--- src/rtl/div_seq.sv ---
// div_seq: multi-cycle restoring divider, one quotient bit per clock.
// Optional macro: DIV_SEQ_SIGNED_EN builds signed mode (signed_op=1). Without it
// signed_op is ignored and every operation is unsigned.
//
// state | meaning
// IDLE  | after reset, waiting for start
// DIV   | one shift-subtract step per edge, MSB of dividend first
// FIX   | sign correction / divide-by-zero override, results registered
// DONE  | results valid (rdy=1), waiting for the next start
module div_seq #(
    parameter int BITS = 32
) (
    input  logic            clk,
    input  logic            rst_n,
    input  logic            start,
    input  logic [BITS-1:0] n,
    input  logic [BITS-1:0] d,
    input  logic            signed_op,
    output logic [BITS-1:0] q,
    output logic [BITS-1:0] r,
    output logic            rdy,
    output logic            busy,
    output logic            dbz
);

    localparam int CW = $clog2(BITS);

    typedef enum logic [1:0] {
        IDLE = 2'd0,
        DIV  = 2'd1,
        FIX  = 2'd2,
        DONE = 2'd3
    } state_t;

    state_t          state_q, state_d;
    logic [CW-1:0]   cnt_q, cnt_d;
    logic [BITS-1:0] rem_q, rem_d;
    logic [BITS-1:0] acc_q, acc_d;
    logic [BITS-1:0] dmag_q, dmag_d;
    logic            dz_q, dz_d;
    logic [BITS-1:0] q_q, q_d;
    logic [BITS-1:0] r_q, r_d;
    logic            rdy_q, rdy_d;
    logic            busy_q, busy_d;
    logic            dbz_q, dbz_d;

    logic [BITS-1:0] n_mag, d_mag;
    logic [BITS:0]   rem_sh, rem_step;
    logic            rem_ge;
    logic [BITS-1:0] q_fix, r_fix;
    logic            unused_rem_msb;

`ifdef DIV_SEQ_SIGNED_EN
    logic n_neg, d_neg;
    logic qneg_q, qneg_d;
    logic rneg_q, rneg_d;

    // Operand magnitudes; -MIN wraps to MIN, which is the correct unsigned magnitude.
    always_comb begin
        n_neg = signed_op & n[BITS-1];
        d_neg = signed_op & d[BITS-1];
        n_mag = n_neg ? (~n + 1'b1) : n;
        d_mag = d_neg ? (~d + 1'b1) : d;
    end

    // Sign correction applied in FIX; a zero divisor forces the all-ones quotient.
    always_comb begin
        q_fix = dz_q ? '1 : (qneg_q ? (~acc_q + 1'b1) : acc_q);
        r_fix = rneg_q ? (~rem_q + 1'b1) : rem_q;
    end

    // Sign bookkeeping captured alongside the operands.
    always_ff @(posedge clk or negedge rst_n) begin
        if (!rst_n) begin
            qneg_q <= 1'b0;
            rneg_q <= 1'b0;
        end else begin
            qneg_q <= qneg_d;
            rneg_q <= rneg_d;
        end
    end

    // Quotient negative when operand signs differ; remainder follows the dividend.
    always_comb begin
        qneg_d = qneg_q;
        rneg_d = rneg_q;
        if ((state_q == IDLE || state_q == DONE) && start) begin
            qneg_d = n_neg ^ d_neg;
            rneg_d = n_neg;
        end
    end
`else
    logic unused_signed_op;
    assign unused_signed_op = signed_op;

    // Unsigned only: operands are already magnitudes.
    always_comb begin
        n_mag = n;
        d_mag = d;
    end

    // A zero divisor leaves rem = n naturally; only the quotient needs forcing.
    always_comb begin
        q_fix = dz_q ? '1 : acc_q;
        r_fix = rem_q;
    end
`endif

    // One restoring step, BITS+1 wide so the compare/subtract never overflows.
    always_comb begin
        rem_sh   = {rem_q, acc_q[BITS-1]};
        rem_ge   = (rem_sh >= {1'b0, dmag_q});
        rem_step = rem_ge ? (rem_sh - {1'b0, dmag_q}) : rem_sh;
    end

    // After a restore the partial remainder is always below the divisor, so the MSB is zero.
    assign unused_rem_msb = rem_step[BITS];

    // State and datapath registers.
    always_ff @(posedge clk or negedge rst_n) begin
        if (!rst_n) begin
            state_q <= IDLE;
            cnt_q   <= '0;
            rem_q   <= '0;
            acc_q   <= '0;
            dmag_q  <= '0;
            dz_q    <= 1'b0;
            q_q     <= '0;
            r_q     <= '0;
            rdy_q   <= 1'b0;
            busy_q  <= 1'b0;
            dbz_q   <= 1'b0;
        end else begin
            state_q <= state_d;
            cnt_q   <= cnt_d;
            rem_q   <= rem_d;
            acc_q   <= acc_d;
            dmag_q  <= dmag_d;
            dz_q    <= dz_d;
            q_q     <= q_d;
            r_q     <= r_d;
            rdy_q   <= rdy_d;
            busy_q  <= busy_d;
            dbz_q   <= dbz_d;
        end
    end

    // Next-state and datapath control; acc holds the dividend and fills with quotient bits.
    always_comb begin
        state_d = state_q;
        cnt_d   = cnt_q;
        rem_d   = rem_q;
        acc_d   = acc_q;
        dmag_d  = dmag_q;
        dz_d    = dz_q;
        q_d     = q_q;
        r_d     = r_q;
        rdy_d   = rdy_q;
        busy_d  = busy_q;
        dbz_d   = dbz_q;
        case (state_q)
            IDLE, DONE: begin
                if (start) begin
                    acc_d   = n_mag;
                    rem_d   = '0;
                    dmag_d  = d_mag;
                    dz_d    = (d == '0);
                    cnt_d   = CW'(BITS - 1);
                    rdy_d   = 1'b0;
                    busy_d  = 1'b1;
                    state_d = DIV;
                end
            end
            DIV: begin
                rem_d = rem_step[BITS-1:0];
                acc_d = {acc_q[BITS-2:0], rem_ge};
                if (cnt_q == '0) begin
                    state_d = FIX;
                end else begin
                    cnt_d = cnt_q - 1'b1;
                end
            end
            FIX: begin
                q_d     = q_fix;
                r_d     = r_fix;
                dbz_d   = dz_q;
                rdy_d   = 1'b1;
                busy_d  = 1'b0;
                state_d = DONE;
            end
            default: begin
                state_d = IDLE;
            end
        endcase
    end

    assign q    = q_q;
    assign r    = r_q;
    assign rdy  = rdy_q;
    assign busy = busy_q;
    assign dbz  = dbz_q;

endmodule

--- config.mk ---
export PLATFORM = sky130hd
export DESIGN_NAME = div_seq
export DESIGN_NICKNAME = d
export VERILOG_FILES = /design/src/rtl/div_seq.sv
export SDC_FILE = /design/constraint.sdc
export NUM_CORES = 1
export LEC_CHECK = 0
export CORE_MARGIN = 1
export CORE_UTILIZATION = 50
export DETAILED_ROUTE_END_ITERATION = 10
export PLACE_DENSITY_LB_ADDON = 0.12
export SLEW_MARGIN = 40
export SYNTH_ARGS = -nofsm -noshare
export SYNTH_HDL_FRONTEND = slang
export SYNTH_SLANG_ARGS = --single-unit
export TNS_END_PERCENT = 50
--- constraint.sdc ---
create_clock -name clk -period 6.45 [get_ports clk]
set_clock_uncertainty 0.05 [all_clocks]
set_input_delay 0.9675 -clock clk [delete_from_list [all_inputs] [get_ports clk]]
set_output_delay 0.9675 -clock clk [all_outputs]
set_load 0.01 [all_outputs]
==> metrics.cfg <==
[routing]
wirelength_um = 20700
drc = 0
dr.pass1.iters = 5
viasPerCell = 5.52
vias = 7061
ant_nets = 0
wl_per_cell_um = 16.2
first_iter_violations = 418

[grt]
grt_max_degree = 68
grt_util_all_layers_pct = 23.0
grt_antenna_before_repair = 0
overflow = 0
grt_pass1_vias = 6674
grt_pass1_wl_um = 33700

[die]
fp.dieW_um = 137
die_area_um2 = 18800
coreArea_um2 = 18000
start_util_pct = 50.9
ioPinCount = 135
rows = 49
die_h_um = 137

[cells_and_area]
drive_above_1_share_pct = 11.8
num_antenna_cells = 0
layout_common_cells = dfrtp_1, clkdlybuf4s50_1, nor2_1
stdcell_count = 1279
final_common_cell = dfrtp_1
fin_area_um2 = 11200
syn2layout_area_growth_pct = 22.7
final_nets = 1143
n_fill_cell = 1544

[run_status]
status = complete, no violations

[yosys]
synthAdderAreaFrac_pct = 5.28
synth-edff-count = 0
yosys.area_share.simple_pct = 11.4
async_reset_ff_share_pct = 100
synth-seq-cells = 171
synth_top_family_by_area = compound AO/OA/AOI/OAI gates
synth_seq_area_share_pct = 46.8
yosys_warnings = 0
mappedNetlistNets = 1031
synth_flop_cell = dfrtp_1
syn_inst = 925
synth.distinct_cells = 57
syn-cell-area_um2 = 9150
synth_compound_area_share_pct = 15.4
syn-mean-instance-area_um2 = 9.89
yosys.area_share.xor_xnor_pct = 2.59
synthMuxAreaShare_pct = 13.9

[setup_path]
ff2ff_setup_slack_ns = 2.87
path_class = register to register
max_stage_delay_ns = 0.45
crit_family = compound AO/OA/AOI/OAI gates
cp-end-kind = register
rr_worst_depth = 12
crit_slowest_cell = o311ai_4
crit_cells = 12
critical_path_required_ns = 6.71
crit_fanout = 27
start_kind = register
crit_buf_inv = 2
worstPathArrival_ns = 3.84
crit_top_cell = a21o_1
crit_chain = inv_1 -> ha_1 -> a21o_1 -> a21o_1 -> a21o_1 -> a311oi_2 -> o21ai_2 -> o311ai_4 -> and2_1 -> buf_4 -> mux2i_1 -> o21ai_1

[sta]
rsz0062_at_grt = false
period_share_pct = 55.6
worst_pin_slew_ns = 0.768
period_needed_ns = 3.58
tns_ns = 0
setup_viol = 0
slew_viol_final = 0
finalHoldViolations = 0
slew_headroom_pct = 48.2
fmax_mhz = 279

[clocking]
clk_pin_slew_ns = 0.07
clk_latency_ns = 0.43
clockRootBuffer = clkbuf_16
cts_setup_buffers = 0
numCtsBuffers = 17
clock_sinks = 171
cts-resized-gates = 0
hold_buffers = 0
tritoncts = yes
clockBufferDepth = 2
htree_levels = 4

[power]
p_leak_nw = 5.21
ir_worst_vdd_v = 0.000332
power_density_nw_per_um2 = 442

[placed_design]
routabilityCongestion = 0.866
place_inst = 1247
portBuffers = 133
hpwl_um = 14500
place_area_um2 = 10600

[min_path]
hold_class = input pin to asynchronous set/reset pin

[job]
drv_cap = 0

[state kept, by name, summed over array words and instances, names as in the netlist]
name / flops
dz_q: 1
q: 32
dbz: 1
dmag_q: 32
state_q: 2
r_fix: 32
cnt_q: 5
r: 32
rdy: 1
acc_q: 32
busy: 1
[logic make-up after synthesis]
group,Yosys count
buffers and inverters,100
AOI/OAI and AO/OA,231
DFF,171
and+or+nand+nor,239
xor gates and xnor gates,27
muxes,119
adders and majority gates,38
[synthesized netlist by cell type, drive strengths merged (3+ instances only)]
| cell type | count | area, µm² |
|---|---|---|
| dfrtp | 171 | 4280 |
| nor2 | 90 | 338 |
| o21ai | 88 | 444 |
| nand2 | 87 | 327 |
| a21oi | 72 | 360 |
| mux2 | 66 | 743 |
| mux2i | 53 | 531 |
| inv | 49 | 184 |
| clkbuf | 37 | 139 |
| ha | 37 | 463 |
| a21o | 17 | 128 |
| buf | 14 | 105 |
| xnor2 | 14 | 123 |
| nand3 | 13 | 65.1 |
| xor2 | 13 | 114 |
| a32oi | 11 | 96.3 |
| nor4 | 11 | 68.8 |
| a211oi | 8 | 65.1 |
| nand4 | 8 | 50.1 |
| and3 | 5 | 31.3 |
| nand2b | 5 | 31.3 |
| a31oi | 4 | 25.0 |
| nor2b | 4 | 25.0 |
| nor3 | 4 | 20.0 |
| o21a | 4 | 30.0 |
| o21bai | 4 | 30.0 |
| and2 | 3 | 18.8 |
| o31ai | 3 | 22.5 |
| or2 | 3 | 18.8 |
[per-stage QoR]
step                      hold WS [ns]  util [%]  setup slack (ns)  total power, W
after floorplan                  0.412         -              3.61         0.00323
after global placement           0.437      59.1              2.84         0.00391
after detailed placement         0.444      59.3              2.82         0.00397
after CTS                        0.456      62.5              2.79         0.00500
after global routing             0.474      62.5              2.59         0.00535
final                            0.435      62.5              2.87         0.00496
[final timing paths]
kind / start / end
worst max-delay path: dmag_q[18] / r_fix[3]
max in group asynchronous: rst_n / q[15]
worst min-delay path: rst_n / r[24]
min in group clk: acc_q[1] / acc_q[1]
worst max register to register: dmag_q[18] / r_fix[3]
worst min register to register: acc_q[1] / acc_q[1]
[power by group]
part	switching (W)	internal, W	total [W]
logic	0.00124	0.00103	0.00227
clock network	0.000481	0.000519	0.00100
registers	0.000241	0.00145	0.00169
[routing by layer]
layer	global-route usage [%]	wire length [µm]	vias to the layer above
li1	-	-	3485
met5	0	0	-
met1	32.1	10000	3408
met3	4.05	788	19
met2	36.7	9610	149
met4	6.53	233	0
[cell type report]
class | count | area, µm² | area share [%]
tap | 229 | 287 | 2.55
multi-input combinational | 654 | 4470 | 39.8
inverter | 49 | 184 | 1.64
sequential | 171 | 4280 | 38.1
timing repair buffer | 144 | 1430 | 12.7
clock inverter | 14 | 135 | 1.20
clock buffer | 18 | 439 | 3.91
Note: power is estimated with default switching activity, not from simulation.
